--- src/rtl/horloge_ctrl_pkg.sv ---
// Shared definitions for the horloge timekeeping controller.
//   mode_e        : user mode encoding driven on the 2-bit mode output
//   MAX_HOUR/MIN/SEC : terminal values of the time counters
//   wrap_inc6     : 6-bit increment with wrap to zero after a given maximum
package horloge_ctrl_pkg;

    typedef enum logic [1:0] {
        MODE_RUN      = 2'd0,
        MODE_SET_HOUR = 2'd1,
        MODE_SET_MIN  = 2'd2
    } mode_e;

    localparam logic [4:0] MAX_HOUR = 5'd23;
    localparam logic [5:0] MAX_MIN  = 6'd59;
    localparam logic [5:0] MAX_SEC  = 6'd59;

    function automatic logic [5:0] wrap_inc6(input logic [5:0] v, input logic [5:0] max);
        return (v == max) ? '0 : v + 6'd1;
    endfunction

    function automatic logic [4:0] wrap_inc_hour(input logic [4:0] v);
        return (v == MAX_HOUR) ? '0 : v + 5'd1;
    endfunction

endpackage

--- src/rtl/horloge_ctrl_tick_prescaler.sv ---
// tick_prescaler: divides the system clock down to a one-cycle tick pulse.
//   clock   in  system clock
//   reset_n in  asynchronous active-low reset
//   clear   in  restart the division period (counter and pending pulse)
//   tick    out registered pulse, high for one cycle every DIV cycles
module tick_prescaler #(
    parameter int unsigned DIV = 50_000_000
) (
    input  logic clock,
    input  logic reset_n,
    input  logic clear,
    output logic tick
);

    localparam int unsigned W = (DIV > 1) ? $clog2(DIV) : 1;
    localparam logic [W-1:0] LAST = W'(DIV - 1);

    logic [W-1:0] r_cnt;
    logic         r_tick;

    // Pulse is registered off the terminal count, so it appears in the
    // cycle after the counter reaches DIV-1.
    always_ff @(posedge clock or negedge reset_n) begin
        if (!reset_n) begin
            r_cnt  <= '0;
            r_tick <= 1'b0;
        end else if (clear) begin
            r_cnt  <= '0;
            r_tick <= 1'b0;
        end else if (r_cnt == LAST) begin
            r_cnt  <= '0;
            r_tick <= 1'b1;
        end else begin
            r_cnt  <= r_cnt + W'(1);
            r_tick <= 1'b0;
        end
    end

    assign tick = r_tick;

endmodule

--- src/rtl/horloge_ctrl.sv ---
// horloge_ctrl: owns all time state of the horloge clock.
//   clock     in  system clock
//   reset_n   in  asynchronous active-low reset
//   btn_mode  in  debounced mode button level
//   btn_inc   in  debounced increment button level
//   hours     out 0..23
//   minutes   out 0..59
//   seconds   out 0..59
//   mode      out 0=RUN 1=SET_HOUR 2=SET_MIN
//   tick_1hz  out one-cycle pulse every TICK_DIV cycles
//   blink     out toggles on every tick_1hz
module horloge_ctrl
    import horloge_ctrl_pkg::*;
#(
    parameter int unsigned TICK_DIV = 50_000_000
) (
    input  logic       clock,
    input  logic       reset_n,
    input  logic       btn_mode,
    input  logic       btn_inc,
    output logic [4:0] hours,
    output logic [5:0] minutes,
    output logic [5:0] seconds,
    output logic [1:0] mode,
    output logic       tick_1hz,
    output logic       blink
);

    mode_e      r_mode;
    logic [4:0] r_hour;
    logic [5:0] r_min;
    logic [5:0] r_sec;
    logic       r_blink;
    logic       r_mode_prev;
    logic       r_inc_prev;

    logic w_mode_press;
    logic w_inc_press;
    logic w_tick;
    logic w_clear;

    assign w_mode_press = btn_mode & ~r_mode_prev;
    assign w_inc_press  = btn_inc & ~r_inc_prev;
    // Leaving SET_MIN restarts the second so the next tick is a full period away.
    assign w_clear      = w_mode_press & (r_mode == MODE_SET_MIN);

    tick_prescaler #(
        .DIV (TICK_DIV)
    ) u_prescaler (
        .clock   (clock),
        .reset_n (reset_n),
        .clear   (w_clear),
        .tick    (w_tick)
    );

    // prev regs reset high so a button held through reset is not a press.
    always_ff @(posedge clock or negedge reset_n) begin
        if (!reset_n) begin
            r_mode_prev <= 1'b1;
            r_inc_prev  <= 1'b1;
        end else begin
            r_mode_prev <= btn_mode;
            r_inc_prev  <= btn_inc;
        end
    end

    // Mode press has priority over both tick and inc press.
    always_ff @(posedge clock or negedge reset_n) begin
        if (!reset_n) begin
            r_mode <= MODE_RUN;
            r_hour <= '0;
            r_min  <= '0;
            r_sec  <= '0;
        end else if (w_mode_press) begin
            unique case (r_mode)
                MODE_RUN:      r_mode <= MODE_SET_HOUR;
                MODE_SET_HOUR: r_mode <= MODE_SET_MIN;
                MODE_SET_MIN: begin
                    r_mode <= MODE_RUN;
                    r_sec  <= '0;
                end
                default:       r_mode <= MODE_RUN;
            endcase
        end else begin
            unique case (r_mode)
                MODE_RUN: begin
                    if (w_tick) begin
                        r_sec <= wrap_inc6(r_sec, MAX_SEC);
                        if (r_sec == MAX_SEC) begin
                            r_min <= wrap_inc6(r_min, MAX_MIN);
                            if (r_min == MAX_MIN) begin
                                r_hour <= wrap_inc_hour(r_hour);
                            end
                        end
                    end
                end
                MODE_SET_HOUR: begin
                    if (w_inc_press) begin
                        r_hour <= wrap_inc_hour(r_hour);
                    end
                end
                MODE_SET_MIN: begin
                    if (w_inc_press) begin
                        r_min <= wrap_inc6(r_min, MAX_MIN);
                    end
                end
                default: r_mode <= MODE_RUN;
            endcase
        end
    end

    always_ff @(posedge clock or negedge reset_n) begin
        if (!reset_n) begin
            r_blink <= 1'b0;
        end else if (w_tick) begin
            r_blink <= ~r_blink;
        end
    end

    assign hours    = r_hour;
    assign minutes  = r_min;
    assign seconds  = r_sec;
    assign mode     = r_mode;
    assign tick_1hz = w_tick;
    assign blink    = r_blink;

endmodule

--- config.mk ---
export PLATFORM = sky130hd
export DESIGN_NAME = horloge_ctrl
export DESIGN_NICKNAME = d
export VERILOG_FILES = /design/src/rtl/horloge_ctrl_pkg.sv /design/src/rtl/horloge_ctrl_tick_prescaler.sv /design/src/rtl/horloge_ctrl.sv
export SDC_FILE = /design/constraint.sdc
export NUM_CORES = 1
export LEC_CHECK = 0
export ABC_AREA = 1
export BUFFER_PORTS_ARGS = -buffer_cell sky130_fd_sc_hd__buf_2
export CAP_MARGIN = 5
export CELL_PAD_IN_SITES_DETAIL_PLACEMENT = 0
export CELL_PAD_IN_SITES_GLOBAL_PLACEMENT = 1
export CORE_AREA = 10 10 68 126
export DETAILED_ROUTE_END_ITERATION = 7
export DIE_AREA = 0 0 78 136
export GPL_ROUTABILITY_DRIVEN = 0
export GPL_TIMING_DRIVEN = 0
export PLACE_DENSITY_LB_ADDON = 0.12
export SYNTH_ARGS = -nofsm -noshare
export SYNTH_HDL_FRONTEND = slang
export SYNTH_SLANG_ARGS = --single-unit
--- constraint.sdc ---
create_clock -name clock -period 2.3 [get_ports clock]
set_clock_uncertainty 0.2 [all_clocks]
set_input_delay 0 -clock clock [delete_from_list [all_inputs] [get_ports clock]]
set_output_delay 0 -clock clock [all_outputs]
set_load 0.05 [all_outputs]
; After elaboration in Yosys (flattened, before gate mapping)
; Cells that the tools add are included.
[word_totals]
regBits = 49
[classes]
add_sub_neg = 4
eq_ne = 13
muxes = 23
bitwise = 7
reduce_logical = 9
[op_table]
columns = cell, n
row1 = $mux W6, 9
row2 = $mux W26, 2
row3 = $add A26 B1 Y26 const B, 1
row4 = $eq A26 B26 Y1 const B, 1
row5 = $mux W5, 5
row6 = $add A6 B1 Y6 const B, 2
row7 = $eq A6 B6 Y1 const B, 2
row8 = $pmux W6 S2, 1
row9 = $pmux W5 S2, 1
row10 = $ne A2 B2 Y1 const B, 4
row11 = $reduce_bool A2 Y1, 4
row12 = $ne A2 B1 Y1 const B, 3
row13 = $reduce_and A6 Y1, 1
row14 = $add A5 B1 Y5 const B, 1
row15 = $eq A5 B5 Y1 const B, 1
row16 = $reduce_and A5 Y1, 1
row17 = $mux W2, 2
row18 = $not A1 Y1, 4
row19 = $pmux W2 S2, 1
row20 = $and A1 B1 Y1, 3
row21 = $reduce_and A3 Y1, 1
row22 = $reduce_or A3 Y1, 1
row23 = $eq A2 B1 Y1 const B, 1
row24 = $eq A2 B2 Y1 const B, 1
row25 = 2 further kinds, 3

; Logic depth before layout (Yosys ltp)
; Gate-level depths: netlist of run 1.
[logic_depth]
ltp_word = 6
ltp_mapped = 10
depth_no_buf = 9

; Cells and area by module
; A second synthesis of run 1 with hierarchy kept.
[unflattened]
hier_cells = 384
hier_area_um2 = 2884.0
[modules_own_cells]
columns = mod, instances, cells_each, area_each_um2, seq_area_each_um2
row1 = tick_prescaler, 1, 224, 1620.3, 675.6
row2 = horloge_ctrl, 1, 160, 1263.7, 553.0

; Worst setup path before layout of run 1
; OpenSTA, ideal clock, no wires.
[synth_path]
path_type = reg-to-reg
from = register r_sec[0], in the netlist seconds[0]
to = register r_min[2], in the netlist minutes[2]
setup_ps = 123
t_arrival_ps = 1619
required_ps = 1977
setup_slack_ps = 358
stages_incl_launch_ff = 8
n_path_buf = 1
synth_period_minus_slack_ps = 1942
cell_sequence = dfrtp_1 -> ha_1 -> nand4_1 -> nand2_1 -> nand2_1 -> buf_2 -> nand2_1 -> o21ai_1
[synth_via]
elab_chain_len = 3
[synth_lines]
columns = element, line_no
row1 = from (decl), horloge_ctrl.sv:32  ; logic [5:0] r_sec;
row2 = from (signal assigned), horloge_ctrl.sv:88  ; r_sec <= wrap_inc6(r_sec, MAX_SEC);
row3 = $eq A6 B6 Y1, horloge_ctrl.sv:89  ; if (r_sec == MAX_SEC) begin
row4 = $ne A2 B2 Y1 (no line), n/a
row5 = $reduce_and A5 Y1 (no line), n/a
row6 = to (signal assigned), horloge_ctrl.sv:90  ; r_min <= wrap_inc6(r_min, MAX_MIN);
row7 = to (signal assigned), horloge_ctrl.sv:104  ; r_min <= wrap_inc6(r_min, MAX_MIN);
row8 = to (decl), horloge_ctrl.sv:31  ; logic [5:0] r_min;
; Every way passes these cells.
; A chain may end at the register's enable or synchronous reset.

; Worst setup path after layout of run 1
[layout_path]
from = register u_prescaler.r_cnt[0]
to = register u_prescaler.r_cnt[17]
[layout_via]
elab_chain_len = 3
word_cells_on_any_way = 4
[layout_lines]
columns = element, line_no
row1 = from (decl), horloge_ctrl_tick_prescaler.sv:18  ; logic [W-1:0] r_cnt;
row2 = from (signal assigned), horloge_ctrl_tick_prescaler.sv:34  ; r_cnt <= r_cnt + W'(1);
row3 = $add A26 B1 Y26 / $eq A26 B26 Y1 (equally long branches), "horloge_ctrl_tick_prescaler.sv:34, horloge_ctrl_tick_prescaler.sv:30"
row4 = $mux W26 (*), horloge_ctrl_tick_prescaler.sv:30  ; end else if (r_cnt == LAST) begin
row5 = $mux W26 (*), horloge_ctrl_tick_prescaler.sv:27  ; end else if (clear) begin
; Mark *: on every way between the ends. The rest lies on a longest branch, timed or not.

==> impl_metrics.yaml, run 1 <==
route:
  drc: 0
  wl_per_cell_um: 14.1
  wl_mm: 6.96
  final_antenna_net_count: 0
  via_count: 2439
  drt_first_iter_violations: 124
  viasPerCell: 4.95
  drt_first_pass_iters: 4
clock_network:
  cts-root-buf: "clkbuf_16"
  h-tree-depth: 2
  path_clk_slew_ps: 70
  cts_resized: 0
  clock_latency_ps: 290
  cts-hold-fix-buffers: 3
  cts_buffers: 5
  postCtsSetupBuffers: 0
  cts.sinks: 49
  clockBufferDepth: 2
  cts_tree: "built"
logic_synthesis:
  ys_seq_elements: 49
  synth_area_um2: 2770
  async_flop_share_pct: 100
  synth_top_cell_by_area: "dfrtp_1"
  syn_nets: 379
  syn_avg_cell_area_um2: 7.50
  ys.flop_type: "dfrtp_1"
  synth_cells: 370
  synth_edf_count: 0
  synth_top_cells_by_count: "nand2_1 (101), nor2_1 (71), dfrtp_1 (47)"
  yosysMostFrequentCell: "nand2_1"
  post-synth-top-area-fraction_pct: 42.4
  synth_cell_types: 28
  ys_seq_area_share_pct: 44.3
  synthTopCellsByArea: "dfrtp_1 (42%), nand2_1 (14%), nor2_1 (9.6%), nand3_1 (5.1%), inv_1 (4.5%)"
  yosys_warnings: 0
power_and_ir_drop:
  p_seq_share_pct: 40.3
  clkPwrFrac_pct: 29.2
  fin_total_pwr_mw: 2.99
  powerDensity_nw_per_um2: 932
  leakage_nw: 1.48
  intPower_mw: 1.82
  power_frac_comb_pct: 30.5
  vdd_ir_drop_max_mv: 0.505
  p_sw_mw: 1.17
  p_sw_share_pct: 39.2
timing:
  rsz0062_at_grt: "false"
  finalHoldViolations: 0
  timing.fmax_mhz: 545
  slew_violations: 0
  min_period_ps: 1840
  fin_tns_setup_ps: 0
  relSlewSlack_pct: 25.5
  post-route-period-util_pct: 79.8
  finalSetupViolations: 0
  tightest_slew_ps: 1120
critical_path:
  crit_fanout: 10
  cp-start-kind: "register"
  required_ps: 2280
  endpoint_kind: "register"
  cp_slowest_cell: "dfrtp_1"
  path_class: "reg -> reg"
  cp_num_buf_inv: 1
  crit_arrival_ps: 1820
  critical_path.max_stage_delay_ps: 420
  cp_cell_sequence: "ha_1, nand3_2, nor2_4, nand2_2, nor2_1, nand2_1, nand2_2, buf_6, nor2_1"
  crit_family: "simple AND/OR/NAND/NOR gates"
placement:
  port-buffer-count: 24
  hpwl_mm: 5.38
floorplan:
  rows: 42
  die_area_um2: 10600
  die_w_um: 78
  fp.dieH_um: 136
  start_util_pct: 42.2
  fp.coreArea_um2: 6570
  ios: 25
global_route:
  grt_max_degree: 50
  grt_pass1_wl_mm: 11.4
  antenna_found_initial: 0
  overflow: 0
  grt_usage_pct: 13.5
  grt_pass1_vias: 2395
finish:
  areaGrowthSynthToFinish_pct: 15.7
  diodes: 0
  drive_above_1_share_pct: 13.6
  utilization_pct: 48.9
  fin_nets: 413
outcome:
  status: "finished, final reports clean"
run:
  cap_violations: 0
min_path:
  hold_path.class: "in -> reg"
## state kept, by name, indices dropped and copies added, names as in the netlist
| register | flops |
|---|---|
| u_prescaler.r_cnt | 26 |
| minutes | 6 |
| seconds | 6 |
| hours | 5 |
| mode | 2 |
| blink | 1 |
| r_inc_prev | 1 |
| r_mode_prev | 1 |
| u_prescaler.tick | 1 |
## power by group through the flow
| stage | registers, mW | logic (mW) | clock network (mW) |
|---|---|---|---|
| floorplan | 1.49 | 0.410 | 0 |
| detailed placement | 1.22 | 0.926 | 0 |
| finish | 1.21 | 0.913 | 0.872 |
| global route | 1.23 | 1.02 | 0.922 |
| global placement | 1.21 | 0.913 | 0 |
| CTS | 1.21 | 0.933 | 0.895 |
## final timing paths
check	end	cells after the start	start	slack [ps]
hold / removal	r_mode_prev	2	btn_mode	170
setup reg to reg	u_prescaler.r_cnt[17]	9	u_prescaler.r_cnt[0]	460
min in group asynchronous	seconds[3]	2	reset_n	250
setup / recovery	u_prescaler.r_cnt[17]	9	u_prescaler.r_cnt[0]	460
hold reg to reg	blink	1	blink	260
max in group asynchronous	u_prescaler.r_cnt[18]	2	reset_n	950
## through the flow
step | cell area, um2 | hold slack (ps) | worst slack [ps] | std cells
after floorplan | 2770 | -496 | 358 | 370
after global routing | 3210 | 160 | 304 | 493
final | 3210 | 167 | 464 | 493
after detailed placement | 3000 | -80.5 | 426 | 482
after CTS | 3210 | 168 | 413 | 493
after global placement | 3000 | -82.2 | 432 | 482
## layout by cell type (no fill, tap or decap), types with 2 or more instances in the layout
cell type and count:
ha_1 5, nand2_2 6, buf_2 25, dfrtp_1 47
xnor2_1 9, o21ai_1 5, clkbuf_16 5, nand3b_1 2
nand2_1 101, o21ai_0 11, xor2_1 13, nand3_1 28
a21oi_1 5, nand4_1 8, inv_1 33, nand3_2 2
dfstp_2 2, clkbuf_1 2, nor2_2 7, nor2_1 71
nor2_4 3, nor3_1 2, dlygate4sd3_1 3
## worst reg2reg max path, stage by stage, from the launching register on
cell and delay, ps:
dfrtp_1 420, ha_1 190, nand3_2 120, nor2_4 150, nand2_2 80, nor2_1 90
nand2_1 120, nand2_2 140, buf_6 170, nor2_1 60
## layer usage
metal  up-vias  routed length [um]  track usage [%]
met3        20                 278             2.98
met5         -                   0                0
li1       1237                   -                -
met2        53                3960             27.2
met4         0                 350             8.42
met1      1129                2370             11.2
## logic make-up (layout without fill, tap and decap cells)
kind of cell / after synthesis / count (layout) / synth area share, %
buffers and inverters: 38 / 73 / 5.59
AO/OA/AOI/OAI: 23 / 23 / 4.28
AND/OR/NAND/NOR: 233 / 233 / 36.6
XOR/XNOR: 22 / 22 / 6.95
adder cells (fa/ha/maj): 5 / 5 / 2.26
flip-flops: 49 / 49 / 44.3
## layout make-up
cell class,count,area (um2)
Buffer,5,31.3
Clock buffer,6,139
Clock inverter,2,37.5
Fill cell,676,3360
Inverter,33,124
Multi-Input combinational cell,283,1390
Sequential cell,49,1230
Tap cell,88,110
Timing Repair Buffer,27,150
Power figures use the tool's default switching activity.
==> run 2, diff against run 1 <==
--- a/config.mk
+++ b/config.mk
@@ -5,14 +5,14 @@
 export SDC_FILE = /design/constraint.sdc
 export NUM_CORES = 1
 export LEC_CHECK = 0
-export ABC_AREA = 1
+export ABC_AREA = 0
 export BUFFER_PORTS_ARGS = -buffer_cell sky130_fd_sc_hd__buf_2
 export CAP_MARGIN = 5
 export CELL_PAD_IN_SITES_DETAIL_PLACEMENT = 0
 export CELL_PAD_IN_SITES_GLOBAL_PLACEMENT = 1
-export CORE_AREA = 10 10 68 126
+export CORE_AREA = 10 10 67 125
 export DETAILED_ROUTE_END_ITERATION = 7
-export DIE_AREA = 0 0 78 136
+export DIE_AREA = 0 0 77 135
 export GPL_ROUTABILITY_DRIVEN = 0
 export GPL_TIMING_DRIVEN = 0
 export PLACE_DENSITY_LB_ADDON = 0.12
==> constraint.sdc (replaced) <==
create_clock -name clock -period 1.5 [get_ports clock]
set_clock_uncertainty 0.2 [all_clocks]
set_input_delay 0 -clock clock [delete_from_list [all_inputs] [get_ports clock]]
set_output_delay 0 -clock clock [all_outputs]
set_load 0.05 [all_outputs]
==> run 2 against run 1 <==
The run now ends with hold timing, setup timing left. First-iteration DRC count is 23% lower. Synthesized area is 5.5% lower. Non-clock buffer count is 30 higher. Maximum frequency is 6.0% lower. Via count is 7.4% lower. Critical endpoint is now u_prescaler.r_cnt[21]. Largest power group unchanged.
==> impl_metrics.yaml, run 2 <==
outcome:
  status: "finished with violations"
  violations: "hold timing, setup timing"
logic_synthesis:
  synth_cells: 260
  synth_top_cell_by_area: "dfrtp_1"
  post-synth-top-area-fraction_pct: 44.9
  synth_top_cells_by_count: "dfrtp_1 (47), nor2_1 (28), nand4_1 (16)"
  synth_edf_count: 0
  ys.flop_type: "dfrtp_1"
  ys_seq_area_share_pct: 46.9
  synth_cell_types: 48
  ys_seq_elements: 49
  async_flop_share_pct: 100
  synthTopCellsByArea: "dfrtp_1 (45%), nor2_1 (4.0%), nand4_1 (3.8%), xnor2_1 (3.7%), mux2_2 (3.4%)"
  synth_area_um2: 2620
  syn_nets: 269
  yosysMostFrequentCell: "dfrtp_1"
  yosys_warnings: 0
  syn_avg_cell_area_um2: 10.1
floorplan:
  die_w_um: 77
  fp.coreArea_um2: 6310
  rows: 41
  fp.dieH_um: 135
  start_util_pct: 41.5
  die_area_um2: 10400
  ios: 25
route:
  via_count: 2259
  viasPerCell: 5.54
  wl_per_cell_um: 17.0
  drc: 0
  final_antenna_net_count: 0
  drt_first_pass_iters: 4
  drt_first_iter_violations: 96
  wl_mm: 6.94
timing:
  finalSetupViolations: 44
  min_period_ps: 1950
  worst_slack_ps: -454
  finalHoldWorstSlack_ps: -267
  relSlewSlack_pct: 24.3
  post-route-period-util_pct: 130
  finalHoldViolations: 47
  slew_violations: 0
  tightest_slew_ps: 1140
  rsz0062_at_grt: "true"
  timing.fmax_mhz: 512
finish:
  largest_register: "u_prescaler.r_cnt"
  drive_above_1_share_pct: 43.8
  areaGrowthSynthToFinish_pct: 36.4
  largest_reg_flops: 26
  final_common_cell: "dfrtp_1"
  regArea_um2: 1250
  multi_input_comb_area_um2: 1610
  fill_cells: 580
  final_cell_count_no_fill: 408
  diodes: 0
  fin_nets: 330
  final_cell_mix: "dfrtp_1 (30), buf_4 (28), nor2_1 (25), buf_2 (24), dfrtp_2 (17)"
placement:
  dp.cells: 370
  port-buffer-count: 24
  dp_slack_ps: -628
  hpwl_mm: 4.67
critical_path:
  reg2reg_from: "u_prescaler.r_cnt[8]"
  r2r_slack_ps: -450
  crit_fanout: 6
  crit_arrival_ps: 1980
  required_ps: 1520
  r2r-end: "u_prescaler.r_cnt[21]"
  cp-start-kind: "register"
  path_class: "reg -> reg"
  worst-r2r-cell-count: 4
  endpoint_kind: "register"
global_route:
  overflow: 0
  grt_pass1_vias: 2331
  grt_max_degree: 50
  grt_pass1_wl_mm: 11.8
  antenna_found_initial: 0
  grt_usage_pct: 13.8
power_and_ir_drop:
  powerDensity_nw_per_um2: 1290
  vdd_ir_drop_max_mv: 0.635
  leakage_nw: 1.50
  fin_total_pwr_mw: 4.62
clock_network:
  clock_latency_ps: 290
  path_clk_slew_ps: 60
  cts.sinks: 49
  cts_tree: "built"
  clockBufferDepth: 2
  cts-hold-fix-buffers: 2
  h-tree-depth: 2
  cts_buffers: 5
  cts-root-buf: "clkbuf_16"
min_path:
  hold_path.class: "in -> async"
run:
  cap_violations: 0
## run 2: changes by cell type in the layout (fill, tap and decap cells not counted), moves of 20 or more
| cell | change |
|---|---|
| nand2_1 | -91 |
| nor2_1 | -46 |
| buf_4 | +27 |
| inv_1 | -24 |
| nand3_1 | -20 |
## run 2: per-layer routing
metal	up-vias	track usage [%]	share of wire [%]
met5	-	0	0
met3	10	3.13	3.0
met4	0	5.41	2.3
li1	1083	-	-
met2	28	26.5	57
met1	1138	13.8	37
## run 2: where the power goes
| group | switching (mW) | internal, mW |
|---|---|---|
| clock | 0.493 | 0.618 |
| combinational | 1.01 | 0.625 |
| sequential | 0.315 | 1.56 |
## run 2: worst max path at each step
stage	from	slack, ps	cells past startpoint	endpoint
5_1_grt	u_prescaler.r_cnt[9]	-520	5	u_prescaler.r_cnt[2]
6_report	u_prescaler.r_cnt[8]	-450	4	u_prescaler.r_cnt[21]
3_5_place_dp	u_prescaler.r_cnt[0]	-630	5	u_prescaler.r_cnt[18]
2_1_floorplan	seconds[1]	-480	5	minutes[0]
3_3_place_gp	u_prescaler.r_cnt[9]	-620	5	u_prescaler.r_cnt[2]
4_1_cts	u_prescaler.r_cnt[0]	-450	5	u_prescaler.r_cnt[18]
## run 2: repair_timing
item,4_1_cts,5_1_grt
endpoints found under the setup margin,44,45
endpoints found under the hold margin,49,47
gates cloned,0,0
pin swaps,14,10
setup buffers,24,8
resized for setup,40,17
## run 2: layout make-up
class / instances / share of cell area (%)
clock buffer: 7 / 3.71
tap: 86 / 3.01
timing repair buffer: 58 / 11.1
clock inverter: 1 / 0.140
multi-input combinational: 194 / 45.2
sequential: 49 / 35.0
buffer: 4 / 1.02
inverter: 9 / 0.945
## run 2: logic make-up after synthesis
family	count (synthesis)	synth area share, %
flops	49	46.9
mux	10	4.20
compound gates	41	11.1
fa+ha+maj	5	2.39
simple gates	121	27.2
buf+inv	17	2.53
xor+xnor	17	5.68
## run 2: stage by stage
step,utilization (%),TNS [ps],area [um2]
final,56.7,-16130,3570
after global routing,56.7,-19190,3570
after CTS,55.0,-16070,3470
after detailed placement,46.7,-22110,2950
after global placement,46.7,-21940,2950
after floorplan,-,-14590,2720
## run 2: worst max-delay path: stages (launching register included)
cell and delay [ps]:
dfrtp_2 420, nand4_4 140, or4_4 600, or3_4 390, a21oi_2 130
==> run 3, diff against run 2 <==
--- a/config.mk
+++ b/config.mk
@@ -10,9 +10,9 @@
 export CAP_MARGIN = 5
 export CELL_PAD_IN_SITES_DETAIL_PLACEMENT = 0
 export CELL_PAD_IN_SITES_GLOBAL_PLACEMENT = 1
-export CORE_AREA = 10 10 67 125
+export CORE_AREA = 5 5 58 111
 export DETAILED_ROUTE_END_ITERATION = 7
-export DIE_AREA = 0 0 77 135
+export DIE_AREA = 0 0 63 116
 export GPL_ROUTABILITY_DRIVEN = 0
 export GPL_TIMING_DRIVEN = 0
 export PLACE_DENSITY_LB_ADDON = 0.12
==> constraint.sdc (replaced) <==
create_clock -name clock -period 2.45 [get_ports clock]
set_clock_uncertainty 0.2 [all_clocks]
set_input_delay 0 -clock clock [delete_from_list [all_inputs] [get_ports clock]]
set_output_delay 0 -clock clock [all_outputs]
set_load 0.05 [all_outputs]
==> run 3 against run 2 <==
Sequential share of layout area up 6.5 points. The flow now finishes without violations. Critical path depth up 1. Critical endpoint is now u_prescaler.r_cnt[5]. Critical path type unchanged. Maximum frequency down 14%.
==> impl_metrics.yaml, run 3 (synthesis results as in run 2) <==
outcome:
  status: "finished, final reports clean"
finish:
  areaGrowthSynthToFinish_pct: 13.2
  fill_cells: 522
  utilization_pct: 54.3
  final_cell_mix: "dfrtp_1 (47), nor2_1 (28), buf_2 (26), nand4_1 (16), nand3_1 (13)"
  final_cell_count_no_fill: 355
  drive_above_1_share_pct: 19.3
  largest_register: "u_prescaler.r_cnt"
  final_common_cell: "dfrtp_1"
  largest_reg_flops: 26
  diodes: 0
  fin_nets: 303
  design_area_um2: 2970
global_route:
  overflow: 0
  grt_pass1_wl_mm: 10.0
  grt_usage_pct: 17.3
  antenna_found_initial: 0
  grt_max_degree: 50
  grt_pass1_vias: 2137
route:
  wl_per_cell_um: 16.3
  via_count: 2093
  viasPerCell: 5.90
  wl_mm: 5.80
  final_antenna_net_count: 0
  drt_first_pass_iters: 4
  drc: 0
  drt_first_iter_violations: 72
min_path:
  hold_path.class: "in -> reg"
critical_path:
  cp-start-kind: "register"
  r2r_slack_ps: 170
  required_ps: 2450
  cp_num_buf_inv: 1
  cp_cell_sequence: "or4b_1, nor3_1, a31o_2, buf_2, nor2_1"
  path_class: "reg -> reg"
  critical_path.max_stage_delay_ps: 550
  crit_family: "simple AND/OR/NAND/NOR gates"
  crit_arrival_ps: 2280
  endpoint_kind: "register"
  cp_slowest_cell: "or4b_1"
  crit_fanout: 10
power_and_ir_drop:
  leakage_nw: 1.31
  vdd_ir_drop_max_mv: 0.592
  powerDensity_nw_per_um2: 843
placement:
  dpl_cell_area_um2: 2820
  hpwl_mm: 4.32
  dp.cells: 344
  port-buffer-count: 24
timing:
  finalSetupViolations: 0
  min_period_ps: 2280
  post-route-period-util_pct: 92.9
  timing.fmax_mhz: 439
  rsz0062_at_grt: "false"
  tightest_slew_ps: 1100
  relSlewSlack_pct: 26.5
  finalHoldViolations: 0
  slew_violations: 0
clock_network:
  cts_buffers: 5
  clockBufferDepth: 2
  path_clk_slew_ps: 90
  postCtsSetupBuffers: 0
  h-tree-depth: 2
  cts-root-buf: "clkbuf_8"
  cts.sinks: 49
  cts_tree: "built"
  clock_latency_ps: 310
run:
  cap_violations: 0
floorplan:
  die_area_um2: 7310
  start_util_pct: 47.9
  die_w_um: 63
  fp.coreArea_um2: 5470
  rows: 38
  ios: 25
  fp.dieH_um: 116
run 3: layout make-up:
class | count | area [um2] | share of cell area [%]
plain buffers | 8 | 32.5 | 1.10
well taps | 60 | 75.1 | 2.53
multi-input cells | 194 | 1330 | 44.8
inverters | 9 | 33.8 | 1.14
clock inverters | 1 | 30.0 | 1.01
flip-flops and latches | 49 | 1230 | 41.4
repair buffers | 27 | 150 | 5.06
clock buffers | 7 | 86.3 | 2.91
run 3: timing repair:
item / 4_1_cts / 5_1_grt
hold buffers: 3 / 0
hold endpoints to repair: 52 / 0
gates resized for setup: 1 / 0
setup endpoints to repair: 2 / 0
run 3: power by group:
| part | switching [mW] | total, mW | internal [mW] |
|---|---|---|---|
| Sequential | 0.162 | 1.10 | 0.942 |
| Clock | 0.275 | 0.609 | 0.333 |
| Combinational | 0.542 | 0.790 | 0.247 |
| Total | 0.980 | 2.50 | 1.52 |
run 3: worst paths after layout:
kind | start | end | depth (start not counted)
hold reg to reg | blink | blink | 1
setup / recovery | u_prescaler.r_cnt[8] | u_prescaler.r_cnt[5] | 5
setup reg to reg | u_prescaler.r_cnt[8] | u_prescaler.r_cnt[5] | 5
min in group asynchronous | reset_n | seconds[4] | 2
hold / removal | btn_mode | r_mode_prev | 2
max in group asynchronous | reset_n | u_prescaler.r_cnt[13] | 2
run 3: through the flow:
stage / setup TNS (ps) / total power, mW / hold WS (ps) / setup slack [ps]
2_1_floorplan: 0 / 1.69 / -496 / 6.45
6_report: 0 / 2.50 / 148 / 173
4_1_cts: 0 / 2.54 / 135 / 161
3_3_place_gp: -17.8 / 1.90 / -77.3 / -8.98
3_5_place_dp: -17.4 / 1.91 / -76.3 / -11.3
5_1_grt: 0 / 2.66 / 157 / 64.9
run 3: metal layers:
layer	wire (um)	GRT usage, %
met1	2210	18.0
met2	3230	32.4
met3	206	2.81
met4	163	8.92
met5	0	0
